===== src/rtl/multdiv_unit.sv =====
// Iterative signed multiply/divide unit: radix-2 shift-add multiply and restoring
// divide on operand magnitudes. One setup cycle plus WIDTH iterations per operation.
module multdiv_unit #(
    parameter int WIDTH = 32,
    parameter int TAG_W = 5
) (
    input  logic             clock,
    input  logic             reset,
    input  logic             ctrl_mult,
    input  logic             ctrl_div,
    input  logic [WIDTH-1:0] operand_a,
    input  logic [WIDTH-1:0] operand_b,
    input  logic [TAG_W-1:0] tag_in,
    output logic             busy,
    output logic             result_rdy,
    output logic [WIDTH-1:0] result,
    output logic             exception,
    output logic [TAG_W-1:0] tag_out
);

    localparam int CNT_W = $clog2(WIDTH);

    typedef enum logic [1:0] {
        S_IDLE,
        S_RUN,
        S_DONE
    } state_t;

    state_t             state_reg;
    logic [CNT_W-1:0]   count_reg;
    logic               prep_reg;
    logic               is_mul_reg;
    logic               neg_reg;
    logic               bzero_reg;
    logic [WIDTH-1:0]   a_reg;
    logic [WIDTH-1:0]   b_reg;
    logic [WIDTH-1:0]   m_reg;
    logic [2*WIDTH-1:0] acc_reg;
    logic [TAG_W-1:0]   tag_lat_reg;
    logic               busy_reg;
    logic               rdy_reg;
    logic [WIDTH-1:0]   result_reg;
    logic               exc_reg;
    logic [TAG_W-1:0]   tag_out_reg;

    logic               start;
    logic [WIDTH-1:0]   mag_a;
    logic [WIDTH-1:0]   mag_b;
    logic [WIDTH:0]     mul_sum;
    logic [2*WIDTH-1:0] mul_next;
    logic [WIDTH-1:0]   rem_shift;
    logic [WIDTH:0]     trial;
    logic [2*WIDTH-1:0] div_next;
    logic [2*WIDTH-1:0] step_acc;
    logic [2*WIDTH-1:0] prod_signed;
    logic [WIDTH-1:0]   quot_signed;
    logic [WIDTH-1:0]   sext_ok;
    logic               mul_ovf;
    logic               div_ovf;
    logic [WIDTH-1:0]   fin_result;
    logic               fin_exc;

    assign start = ctrl_mult | ctrl_div;

    always_comb begin
        mag_a = a_reg[WIDTH-1] ? -a_reg : a_reg;
        mag_b = b_reg[WIDTH-1] ? -b_reg : b_reg;

        // Multiply: accumulator high half gathers partial sums, low half holds
        // the remaining multiplier bits; both shift right each iteration.
        mul_sum  = {1'b0, acc_reg[2*WIDTH-1:WIDTH]} + (acc_reg[0] ? {1'b0, m_reg} : '0);
        mul_next = {mul_sum, acc_reg[WIDTH-1:1]};

        // Divide: high half is the partial remainder (always < divisor <= 2^(WIDTH-1),
        // so its top bit is zero), low half shifts dividend out / quotient in.
        rem_shift = {acc_reg[2*WIDTH-2:WIDTH], acc_reg[WIDTH-1]};
        trial     = {1'b0, rem_shift} - {1'b0, m_reg};
        div_next  = trial[WIDTH] ? {rem_shift, acc_reg[WIDTH-2:0], 1'b0}
                                 : {trial[WIDTH-1:0], acc_reg[WIDTH-2:0], 1'b1};

        step_acc    = is_mul_reg ? mul_next : div_next;
        prod_signed = neg_reg ? -step_acc : step_acc;
        quot_signed = neg_reg ? -step_acc[WIDTH-1:0] : step_acc[WIDTH-1:0];
    end

    // The product fits WIDTH signed bits only if every upper bit repeats bit WIDTH-1.
    generate
        for (genvar gi = 0; gi < WIDTH; gi++) begin : g_sext
            assign sext_ok[gi] = (prod_signed[WIDTH+gi] == prod_signed[WIDTH-1]);
        end
    endgenerate

    assign mul_ovf = ~&sext_ok;
    // A positive quotient with the top magnitude bit set is only -2^(WIDTH-1) / -1.
    assign div_ovf = ~neg_reg & step_acc[WIDTH-1];

    always_comb begin
        fin_result = '0;
        fin_exc    = 1'b0;
        if (is_mul_reg) begin
            fin_result = prod_signed[WIDTH-1:0];
            fin_exc    = mul_ovf;
        end else if (bzero_reg) begin
            fin_result = '0;
            fin_exc    = 1'b1;
        end else begin
            fin_result = quot_signed;
            fin_exc    = div_ovf;
        end
    end

    always_ff @(posedge clock) begin
        if (reset) begin
            state_reg   <= S_IDLE;
            count_reg   <= '0;
            prep_reg    <= 1'b0;
            is_mul_reg  <= 1'b0;
            neg_reg     <= 1'b0;
            bzero_reg   <= 1'b0;
            a_reg       <= '0;
            b_reg       <= '0;
            m_reg       <= '0;
            acc_reg     <= '0;
            tag_lat_reg <= '0;
            busy_reg    <= 1'b0;
            rdy_reg     <= 1'b0;
            result_reg  <= '0;
            exc_reg     <= 1'b0;
            tag_out_reg <= '0;
        end else begin
            rdy_reg <= 1'b0;
            case (state_reg)
                S_IDLE, S_DONE: begin
                    if (start) begin
                        state_reg   <= S_RUN;
                        busy_reg    <= 1'b1;
                        count_reg   <= '0;
                        prep_reg    <= 1'b1;
                        is_mul_reg  <= ctrl_mult;
                        a_reg       <= operand_a;
                        b_reg       <= operand_b;
                        tag_lat_reg <= tag_in;
                    end else begin
                        state_reg <= S_IDLE;
                        busy_reg  <= 1'b0;
                    end
                end
                S_RUN: begin
                    if (prep_reg) begin
                        // Setup cycle: take magnitudes so the iterations work unsigned.
                        prep_reg  <= 1'b0;
                        acc_reg   <= is_mul_reg ? {{WIDTH{1'b0}}, mag_b} : {{WIDTH{1'b0}}, mag_a};
                        m_reg     <= is_mul_reg ? mag_a : mag_b;
                        neg_reg   <= a_reg[WIDTH-1] ^ b_reg[WIDTH-1];
                        bzero_reg <= (b_reg == '0);
                    end else begin
                        acc_reg   <= step_acc;
                        count_reg <= count_reg + CNT_W'(1);
                        if (count_reg == CNT_W'(WIDTH - 1)) begin
                            state_reg   <= S_DONE;
                            busy_reg    <= 1'b0;
                            rdy_reg     <= 1'b1;
                            result_reg  <= fin_result;
                            exc_reg     <= fin_exc;
                            tag_out_reg <= tag_lat_reg;
                        end
                    end
                end
                default: begin
                    state_reg <= S_IDLE;
                    busy_reg  <= 1'b0;
                end
            endcase
        end
    end

    assign busy       = busy_reg;
    assign result_rdy = rdy_reg;
    assign result     = result_reg;
    assign exception  = exc_reg;
    assign tag_out    = tag_out_reg;

endmodule


===== config.mk =====
export PLATFORM = sky130hd
export DESIGN_NAME = multdiv_unit
export DESIGN_NICKNAME = d
export VERILOG_FILES = /design/src/rtl/multdiv_unit.sv
export SDC_FILE = /design/constraint.sdc
export NUM_CORES = 1
export LEC_CHECK = 0
export CORE_MARGIN = 3
export CORE_UTILIZATION = 56
export CTS_BUF_LIST = sky130_fd_sc_hd__clkbuf_4
export DETAILED_ROUTE_END_ITERATION = 12
export GPL_TIMING_DRIVEN = 0
export MAX_ROUTING_LAYER = met4
export PLACE_DENSITY = 0.8
export REMOVE_ABC_BUFFERS = 1
export SLEW_MARGIN = 20
export SYNTH_ARGS = -nofsm -noshare
export SYNTH_HDL_FRONTEND = slang
export SYNTH_SLANG_ARGS = --single-unit

===== constraint.sdc =====
create_clock -name clock -period 6 [get_ports clock]
set_clock_uncertainty 0.05 [all_clocks]
set_input_delay 1.2 -clock clock [delete_from_list [all_inputs] [get_ports clock]]
set_output_delay 1.2 -clock clock [all_outputs]
set_load 0.005 [all_outputs]

==> run summary <==
The flow ran to the end, and the final reports show no timing, DRC or antenna violations. The register bit count reported by yosys came out at 215. TritonCTS built the clock tree. The die area came out at 31900 µm². The number of instances in the synthesized netlist came out at 2239. The final period demand of the worst path came out at 5.82 ns. The tree is rooted in a clkbuf_4.

After synthesis, the most frequently instantiated cells are nand2_1, nor2_1, dfxtp_1. The number of hold buffers added after CTS was 0. The required time reported for the critical path endpoint came out at 6.55 ns. The peak supply drop is 0.000445 V. Before CTS, the worst setup slack after placement is -1.73 ns. In the post-synthesis netlist, the biggest area contributors are dfxtp_1, nand2_1, a21oi_1.

The die height is 179 µm. Measured against its own limit, the worst slew margin works out to 0.267. The effective utilization at floorplan is 0.576. The arrival time of the worst setup path is 6.37 ns. The clock slew seen by the registers of the worst setup and hold paths came out at 0.07 ns. In this run the cell area of the synthesized design comes to 16700 µm². The via count of the first global-routing pass came out at 16.2k. The layout filler cell count came out at 2558. The count of max-cap constraint violations is 0.

The insertion delay of the later-clocked pin in the worst-skew pair came out at 0.71 ns. The count of final hold-check violations is 0. The storage element area is 4320 µm².

The deepest level of the CTS H-tree is 2. For the pin with the worst max-slew slack, the measured transition is 1.10 ns. The clock group share of total power came out at 0.122. The share of total power dissipated in combinational logic is 0.704. The maximum fanout along the worst path is 21. Setup slack closes at 0.179 ns. Timing would allow up to 172 MHz. In the final layout, the multi-input gates occupy 11800 µm². The largest net degree at the start of global routing came out at 93. The number of rows in the core area came out at 62. Of the total power, the share spent switching nets is 0.533. The worst register-to-register path begins at acc_reg[61].

The placed wire-length estimate after detailed placement is 38.2 mm. Of all flip-flops after synthesis, the portion carrying an async set or reset was 0. The residual DRC count came out at 0. The count of yosys warnings during synthesis came out at 0.

The category of the most critical setup path is reg2reg. The fraction of synthesized cell area taken by the top area cell type is 0.258. The startpoint of the tightest hold check path is tag_lat_reg[3].

The initial antenna violation count is 1. The number of enable flip-flop cells after synthesis came out at 0. The net switching power came out at 5.50 mW. The count of cells along the worst register-to-register path came out at 23. The timing endpoint of the critical path is exception. The destination of the worst register-to-register timing path is exception.

The part of the cycle the worst path needs came out at 0.970. The type of destination of the critical path is a flip-flop. The detailed-route wire length came out at 52.9 mm. After detailed placement, the total cell area comes to 18100 µm². The last weighted congestion value of the routability-driven placer is 1.01. The area of the placeable core came out at 29000 µm². The number of DRC violations after detailed-routing iteration 0 came out at 1538. The internal portion of the total power is 4.81 mW. The total power of the final layout came out at 10.3 mW. The number of slew-limit violations in the final report came to 0. The number of failing setup endpoints in the final timing report came out at 0. In this run, distinct cell masters in the synthesized netlist total 96. The sequential power share is 0.173. The register with the most flip-flops in the layout has 64 of them. The worst hold slack after final layout is 0.403 ns. The nature of the critical path startpoint is a flip-flop. The register area share after synthesis came out at 0.258. The count of nets left with antenna violations after detail routing came out at 0.

The aggregate global routing overflow came out at 0. In this run the static leakage power is 7.40 nW. At the end of the flow, the number of nets in the layout was 2430. The area overhead of the layout relative to synthesis is 13.9%. The width of the die is 179 µm. The final instance area is 19000 µm². Of the cells placed in the final design, the portion with a size suffix greater than 1 is 0.0982. The ratio of routed vias to standard cells came out at 6.32. The mean instance size in the synthesized netlist came out at 7.46 µm². The first global-routing pass estimated 84.3 mm of wire. By instance count, the leading cell after synthesis is nand2_1. The most critical setup path has its startpoint at acc_reg[61]. The I/O pin count came out at 113. The power density of the placed cells came out at 542 nW/µm². The worst hold path belongs to the class reg2reg. The final routed wire length divided by cell count came out at 19.5 µm. Port buffering added 112 buffers. The all-layer global routing usage is 0.336. The via total after detailed routing is 17.2k.

The most used flip-flop cell after synthesis is dfxtp_1. The number of clock sinks seen by CTS is 215. The biggest area contributor in the post-synthesis netlist is dfxtp_1.

The number of buffers between clock root and the deepest sink is 3. The TritonCTS buffer count is 57. The first detailed-routing pass took 6 iterations. The slack of the worst reg-to-reg path came out at 0.18 ns.
cell type report:
class                      count  area share
multi-input combinational   1817       0.619
sequential                   215       0.227
timing repair buffer         135      0.0797
clock buffer                  78      0.0308
tap                          384      0.0253
inverter                      60      0.0120
clock inverter                26     0.00612
antenna                        1    0.000132
power by group through the flow:
stage / Combinational, mW / Sequential, mW / Clock, mW
5_1_grt: 7.77 / 1.81 / 1.36
6_report: 7.27 / 1.79 / 1.26
2_1_floorplan: 4.81 / 1.74 / 0
3_5_place_dp: 7.75 / 1.85 / 0
3_3_place_gp: 6.02 / 1.83 / 0
4_1_cts: 6.96 / 1.78 / 1.28
metal layers:
metal / GRT usage / part of all wire / up-vias
li1: - / - / 8210
met1: 0.447 / 0.43 / 8048
met2: 0.524 / 0.46 / 775
met3: 0.0472 / 0.079 / 131
met4: 0.120 / 0.033 / 0
met5: - / 0 / -
logic make-up after synthesis:
kind of cell             count (synthesis)  synth area share
AO/OA/AOI/OAI                          648             0.256
flip-flops                             215             0.258
XOR/XNOR                               151            0.0792
multiplexers                            72            0.0564
AND/OR/NAND/NOR                        874             0.245
adder cells (fa/ha/maj)                 71            0.0541
buffers and inverters                  208            0.0515
critical path, stage by stage (launching register included):
cell       delay [ns]
dfxtp_1          0.42
ha_1             0.34
nand4_1          0.35
nor2_1           0.17
a2111oi_4        0.45
buf_6            0.17
buf_6            0.17
nand2_8          0.15
mux2_2           0.34
inv_1            0.07
ha_2             0.22
o2111a_2         0.26
o2111ai_2        0.17
nor2_2           0.15
nand4_1          0.12
or2_2            0.35
and4bb_4         0.37
a41o_1           0.21
xnor2_1          0.11
a311o_1          0.37
nor4b_4          0.33
o211ai_1         0.12
nand3_1          0.13
nand3_1          0.08
what timing repair did:
action / CTS / global route
resized for setup: 14 / 25
gates cloned: 1 / 0
pin swaps: 3 / 4
endpoints found under the setup margin: 7 / 1
setup buffers: 3 / 4
endpoints found under the hold margin: 0 / 0
cells in the final DEF (no fill, tap or decap), types with 15 or more instances in the layout:
master,synthesis,layout
nand2_1,344,341
nor2_1,230,226
dfxtp_1,215,203
a21oi_1,194,190
o21ai_0,116,115
clkdlybuf4s50_1,0,111
xnor2_1,84,84
clkbuf_4,0,78
xor2_1,67,67
nor3_1,67,66
ha_1,69,64
inv_1,60,59
mux2i_1,48,48
and2_1,42,41
a22oi_1,41,41
nand3_1,34,34
a211oi_1,35,34
a21o_1,31,31
a31oi_1,27,27
o31ai_1,27,26
or3_1,25,25
o211ai_1,24,24
nand4_1,20,20
mux4_2,17,17
a22o_1,16,16
nand2b_1,16,15
clkinv_1,0,15
worst min path at each step:
stage	end	slack, ns	cells after the start
floorplan	tag_lat_reg[0]	0.38	2
global placement	tag_lat_reg[1]	0.39	2
detailed placement	tag_lat_reg[3]	0.40	2
CTS	tag_lat_reg[3]	0.41	2
global route	tag_lat_reg[3]	0.42	2
finish	tag_lat_reg[3]	0.40	2
through the flow:
stage | setup TNS, ns | cells | utilization
global route | -0.00171 | 2716 | 0.656
finish | 0 | 2716 | 0.656
CTS | 0 | 2711 | 0.651
floorplan | -172.22 | 2091 | -
global placement | -704.48 | 2587 | 0.609
detailed placement | -3.22 | 2603 | 0.624
Power figures use the tool's default switching activity.
